===== config.mk =====
export PLATFORM = sky130hd
export DESIGN_NAME = pool_window_gen
export DESIGN_NICKNAME = d
export VERILOG_FILES = /design/src/rtl/pool_window_gen.sv
export SDC_FILE = /design/constraint.sdc
export NUM_CORES = 1
export LEC_CHECK = 0
export BUFFER_PORTS_ARGS = -buffer_cell sky130_fd_sc_hd__buf_2
export CAP_MARGIN = 20
export CELL_PAD_IN_SITES_DETAIL_PLACEMENT = 0
export CELL_PAD_IN_SITES_GLOBAL_PLACEMENT = 1
export CORE_ASPECT_RATIO = 0.6
export CORE_MARGIN = 5
export CORE_UTILIZATION = 46
export DETAILED_ROUTE_END_ITERATION = 7
export GPL_TIMING_DRIVEN = 1
export PLACE_DENSITY_LB_ADDON = 0.1
export SLEW_MARGIN = 25
export SYNTH_ARGS = -nofsm -noshare
export SYNTH_HDL_FRONTEND = slang
export SYNTH_SLANG_ARGS = --single-unit

===== constraint.sdc =====
create_clock -name clk_i -period 9.2 [get_ports clk_i]
set_input_delay 0.46 -clock clk_i [delete_from_list [all_inputs] [get_ports clk_i]]
set_output_delay 0.46 -clock clk_i [all_outputs]
set_load 0.05 [all_outputs]

===== src/rtl/pool_window_gen.sv =====
// Producer side of the max-pooling window interface. Takes a row-major pixel
// stream, keeps the previous (even) row in a line buffer, and emits
// non-overlapping 2x2 windows with stride 2 through a single output stage.
module pool_window_gen #(
  parameter int unsigned DataWidth  = 20,
  parameter int unsigned FmapWidth  = 8,
  parameter int unsigned FmapHeight = 8,
  parameter int unsigned PoolSize   = 4
) (
  input  logic                                clk_i,
  input  logic                                rst_ni,
  input  logic [DataWidth-1:0]                pix_in_i,
  input  logic                                pix_valid_i,
  output logic                                pix_ready_o,
  output logic [PoolSize-1:0][DataWidth-1:0]  ifm_window_o,
  output logic                                win_valid_o,
  input  logic                                win_ready_i,
  output logic                                win_last_o,
  output logic                                frame_done_o
);

  localparam int unsigned ColW = (FmapWidth > 2) ? $clog2(FmapWidth) : 1;
  localparam int unsigned RowW = (FmapHeight > 2) ? $clog2(FmapHeight) : 1;

  // Only a 2x2 window over even-sized maps is supported.
  if (PoolSize != 4) begin : gen_bad_pool_size
    $error("pool_window_gen: PoolSize must be 4 (2x2 window)");
  end
  if ((FmapWidth < 2) || (FmapWidth % 2 != 0)) begin : gen_bad_width
    $error("pool_window_gen: FmapWidth must be even and >= 2");
  end
  if ((FmapHeight < 2) || (FmapHeight % 2 != 0)) begin : gen_bad_height
    $error("pool_window_gen: FmapHeight must be even and >= 2");
  end

  logic [ColW-1:0]      col_q, col_d;
  logic [RowW-1:0]      row_q, row_d;
  logic [DataWidth-1:0] linebuf_q [FmapWidth];
  logic [DataWidth-1:0] left_q;
  logic [PoolSize-1:0][DataWidth-1:0] win_q, win_d;
  logic                 win_valid_q, win_valid_d;
  logic                 win_last_q, win_last_d;
  logic                 frame_done_q, frame_done_d;

  logic            accept;
  logic            col_last;
  logic            row_last;
  logic            odd_row;
  logic            complete;
  logic [ColW-1:0] col_even;

  // Handshake and position decode for the pixel currently presented.
  always_comb begin
    pix_ready_o = !win_valid_q || win_ready_i;
    accept      = pix_valid_i && pix_ready_o;
    col_last    = (col_q == ColW'(FmapWidth - 1));
    row_last    = (row_q == RowW'(FmapHeight - 1));
    odd_row     = row_q[0];
    complete    = accept && odd_row && col_q[0];
    // Left column of the current window pair (col_q is odd when completing).
    col_even    = col_q & ~ColW'(1);
  end

  // Next-state for the column/row counters, window stage and frame pulse.
  always_comb begin
    col_d        = col_q;
    row_d        = row_q;
    win_d        = win_q;
    win_valid_d  = win_valid_q;
    win_last_d   = win_last_q;
    frame_done_d = accept && row_last && col_last;

    if (accept) begin
      if (col_last) begin
        col_d = '0;
        row_d = row_last ? '0 : row_q + RowW'(1);
      end else begin
        col_d = col_q + ColW'(1);
      end
    end

    // A new window wins over a consume in the same cycle, so valid stays high.
    if (complete) begin
      win_d[0]    = linebuf_q[col_even];
      win_d[1]    = linebuf_q[col_q];
      win_d[2]    = left_q;
      win_d[3]    = pix_in_i;
      win_valid_d = 1'b1;
      win_last_d  = row_last && col_last;
    end else if (win_valid_q && win_ready_i) begin
      win_valid_d = 1'b0;
      win_last_d  = 1'b0;
    end
  end

  // Control and output-stage registers.
  always_ff @(posedge clk_i or negedge rst_ni) begin
    if (!rst_ni) begin
      col_q        <= '0;
      row_q        <= '0;
      left_q       <= '0;
      win_q        <= '0;
      win_valid_q  <= 1'b0;
      win_last_q   <= 1'b0;
      frame_done_q <= 1'b0;
    end else begin
      col_q        <= col_d;
      row_q        <= row_d;
      win_q        <= win_d;
      win_valid_q  <= win_valid_d;
      win_last_q   <= win_last_d;
      frame_done_q <= frame_done_d;
      if (accept && odd_row && !col_q[0]) begin
        left_q <= pix_in_i;
      end
    end
  end

  // Line buffer captures every even row; contents need no reset.
  always_ff @(posedge clk_i) begin
    if (accept && !odd_row) begin
      linebuf_q[col_q] <= pix_in_i;
    end
  end

  // Registered outputs.
  always_comb begin
    ifm_window_o = win_q;
    win_valid_o  = win_valid_q;
    win_last_o   = win_last_q;
    frame_done_o = frame_done_q;
  end

endmodule


==> impl_metrics.ini <==
[synth]
synthXorXnorAreaFrac_pct = 0
avgSynthCellArea_sq_um = 18.1
synth_seq_cells = 269
synthMuxAreaShare_pct = 21.7
synth_fa_ha_area_share_pct = 0.452
synth_area_sq_um = 11100
synth_compound_area_share_pct = 5.87
yosys.area_share.simple_pct = 1.38
yosysWarningCount = 0
synth_nets = 639
ys_seq_area_share_pct = 68.0
synth_cell_types = 26
postSynthCellCount = 611
synth_top_family_by_area = multiplexers

[timing]
relSlewSlack_pct = 31.2
setup_viol = 0
finalHoldViolCount = 0
timing.fmax_mhz = 290
final.setup.tns_ns = 0
rsz0062_at_grt = no
skew_ns = 0.0204
worst_pin_slew_ns = 1.03
min_period_over_period_pct = 37.5
slew_viol_final = 0
layout_min_cycle_time_ns = 3.45

[routing]
avgViaCountPerCell = 5.72
avgRoutedWirePerCell_um = 25.3
dr.pass1.iters = 4
initialDrtViolationCount = 471
dr_total_vias = 6087
routed_wl_mm = 26.9
drc = 0
ant_nets = 0

[clock_tree]
cts-root-buf = clkbuf_16
clk_latency_ns = 0.54
post-cts-setup-buffers = 0
clkSlewWorstSetupHoldPaths_ns = 0.07
cts-hold-fix-buffers = 1
tritoncts = done
cts_buffers = 26
h-tree-depth = 1
numClockSinks = 269
cts.repair.resized = 0
clock_path_buffers = 3

[die]
dieArea_sq_um = 27400
placementRows = 44
die_w_um = 210
start_util_pct = 46.3
core_sq_um = 23900
ios = 108
die_y_um = 130

[hold_path]
hp-class = input pin to register

[placed_design]
gp_congestion = 0.797
port_buffers = 107
post-dp-hpwl_mm = 16.4
dp_cells = 1016
dpl_cell_area_sq_um = 11900

[global_route]
antenna_found_initial = 1
grt_pass1_vias = 6517
overflow = 0
grtUsageTotal_pct = 19.8
grt_start_max_net_pins = 68
grt_first_pass_wirelength_mm = 40.8

[final_layout]
fin_nets = 751
postLayoutCoreUtil_pct = 53.8
antenna-diode-count = 0
instances_no_fill = 1065
final_cell_area_sq_um = 12900
drive_gt1_share_pct = 38.4
area_growth_pct = 16.3

[critical_path]
cp_cell_sequence = buf_4, nand4b_1, nor2_4
path_max_fanout = 67
critical_path_class = register to register
max_stage_delay_ns = 0.89
end_kind = register
startpoint_type = register
cp.arrival_ns = 3.59
slowest_stage = buf_4
rrSetupSlack_ns = 5.75
worstPathRequired_ns = 9.34

[power_and_ir_drop]
power_mw = 5.08
power_density_nw_per_um2 = 394
p_leak_nw = 5.03
ir_drop_mv = 0.204

[flow_run]
drv_cap = 0

[status]
status = finished clean
[final timing paths]
check / startpoint / to / cells past startpoint
max in group asynchronous: rst_ni / col_q[0] / 3
setup reg to reg: col_q[0] / linebuf_q[3][14] / 3
hold / removal: pix_in_i[11] / linebuf_q[2][11] / 1
min in group asynchronous: rst_ni / left_q[12] / 2
hold reg to reg: left_q[17] / ifm_window_o[57] / 1
setup / recovery: col_q[0] / linebuf_q[3][14] / 3
[power by group]
part	internal (mW)	switching (mW)	leakage, nW
logic	0.762	1.33	1.84
clock network	0.702	0.457	0.448
registers	1.61	0.216	2.74
[area by class of cell]
cell class              instances  area (sq um)
multi-input cells             297          3310
well taps                     322           403
clock inverters                15           250
flip-flops and latches        269          7540
repair buffers                128           698
clock buffers                  33           687
inverters                       1          3.75
fillers                      1908         11100
[per-stage QoR]
stage	hold WS, ns	setup slack [ns]
final	0.242	5.75
after global routing	0.251	5.54
after CTS	0.223	5.70
after detailed placement	0.488	5.71
after global placement	0.485	5.80
after floorplan	0.164	5.73
[cells in the mapped netlist]
library cell	n	share of area [%]
a31oi_1	20	1.1
a41oi_1	20	1.6
and4_4	1	0.10
buf_1	1	0.034
buf_2	8	0.36
buf_4	5	0.34
buf_6	12	1.2
clkbuf_1	18	0.61
dfrtp_1	109	25
edfxtp_1	160	43
ha_1	4	0.45
inv_1	1	0.034
mux2_2	38	3.9
mux2_4	48	6.5
mux2i_1	81	7.3
mux4_2	20	4.1
nand2_1	6	0.20
nand2b_1	2	0.11
nand2b_4	1	0.12
nand3_1	1	0.045
nand4_2	1	0.11
nand4b_1	2	0.16
nor2_1	7	0.24
nor4_1	4	0.23
o22a_1	40	3.2
or2_0	1	0.056
[sequential cells by signal, summed over array words and instances (netlist names)]
signal        count
linebuf_q       160
ifm_window_o     80
left_q           20
col_q             3
row_q             3
frame_done_o      1
win_last_o        1
win_valid_o       1
[logic make-up after synthesis]
family	after synthesis
DFF	269
muxes	187
AOI/OAI and AO/OA	80
buffers and inverters	45
and+or+nand+nor	26
adders and majority gates	4
[cells in the final DEF, fill, tap and decap left out, drive strengths merged, types with 20 or more instances in the layout]
master  count
dfrtp     109
a31oi      20
mux2i      81
mux4       20
a41oi      20
o22a       40
clkbuf     33
buf       127
mux2       86
edfxtp    160
[critical path, delay by kind of cell (launching register included)]
family / cells / cell delay, ns
buf+inv: 1 / 0.89
flops: 1 / 0.87
simple gates: 2 / 1.25
[per-layer routing]
| layer | GRT usage, % | vias up | share of wire [%] |
|---|---|---|---|
| li1 | - | 2666 | - |
| met1 | 30.2 | 3175 | 47 |
| met2 | 29.8 | 212 | 44 |
| met3 | 4.30 | 34 | 7.6 |
| met4 | 3.77 | 0 | 1.6 |
| met5 | 0 | - | 0 |
Note: power is estimated with default switching activity, not from simulation.
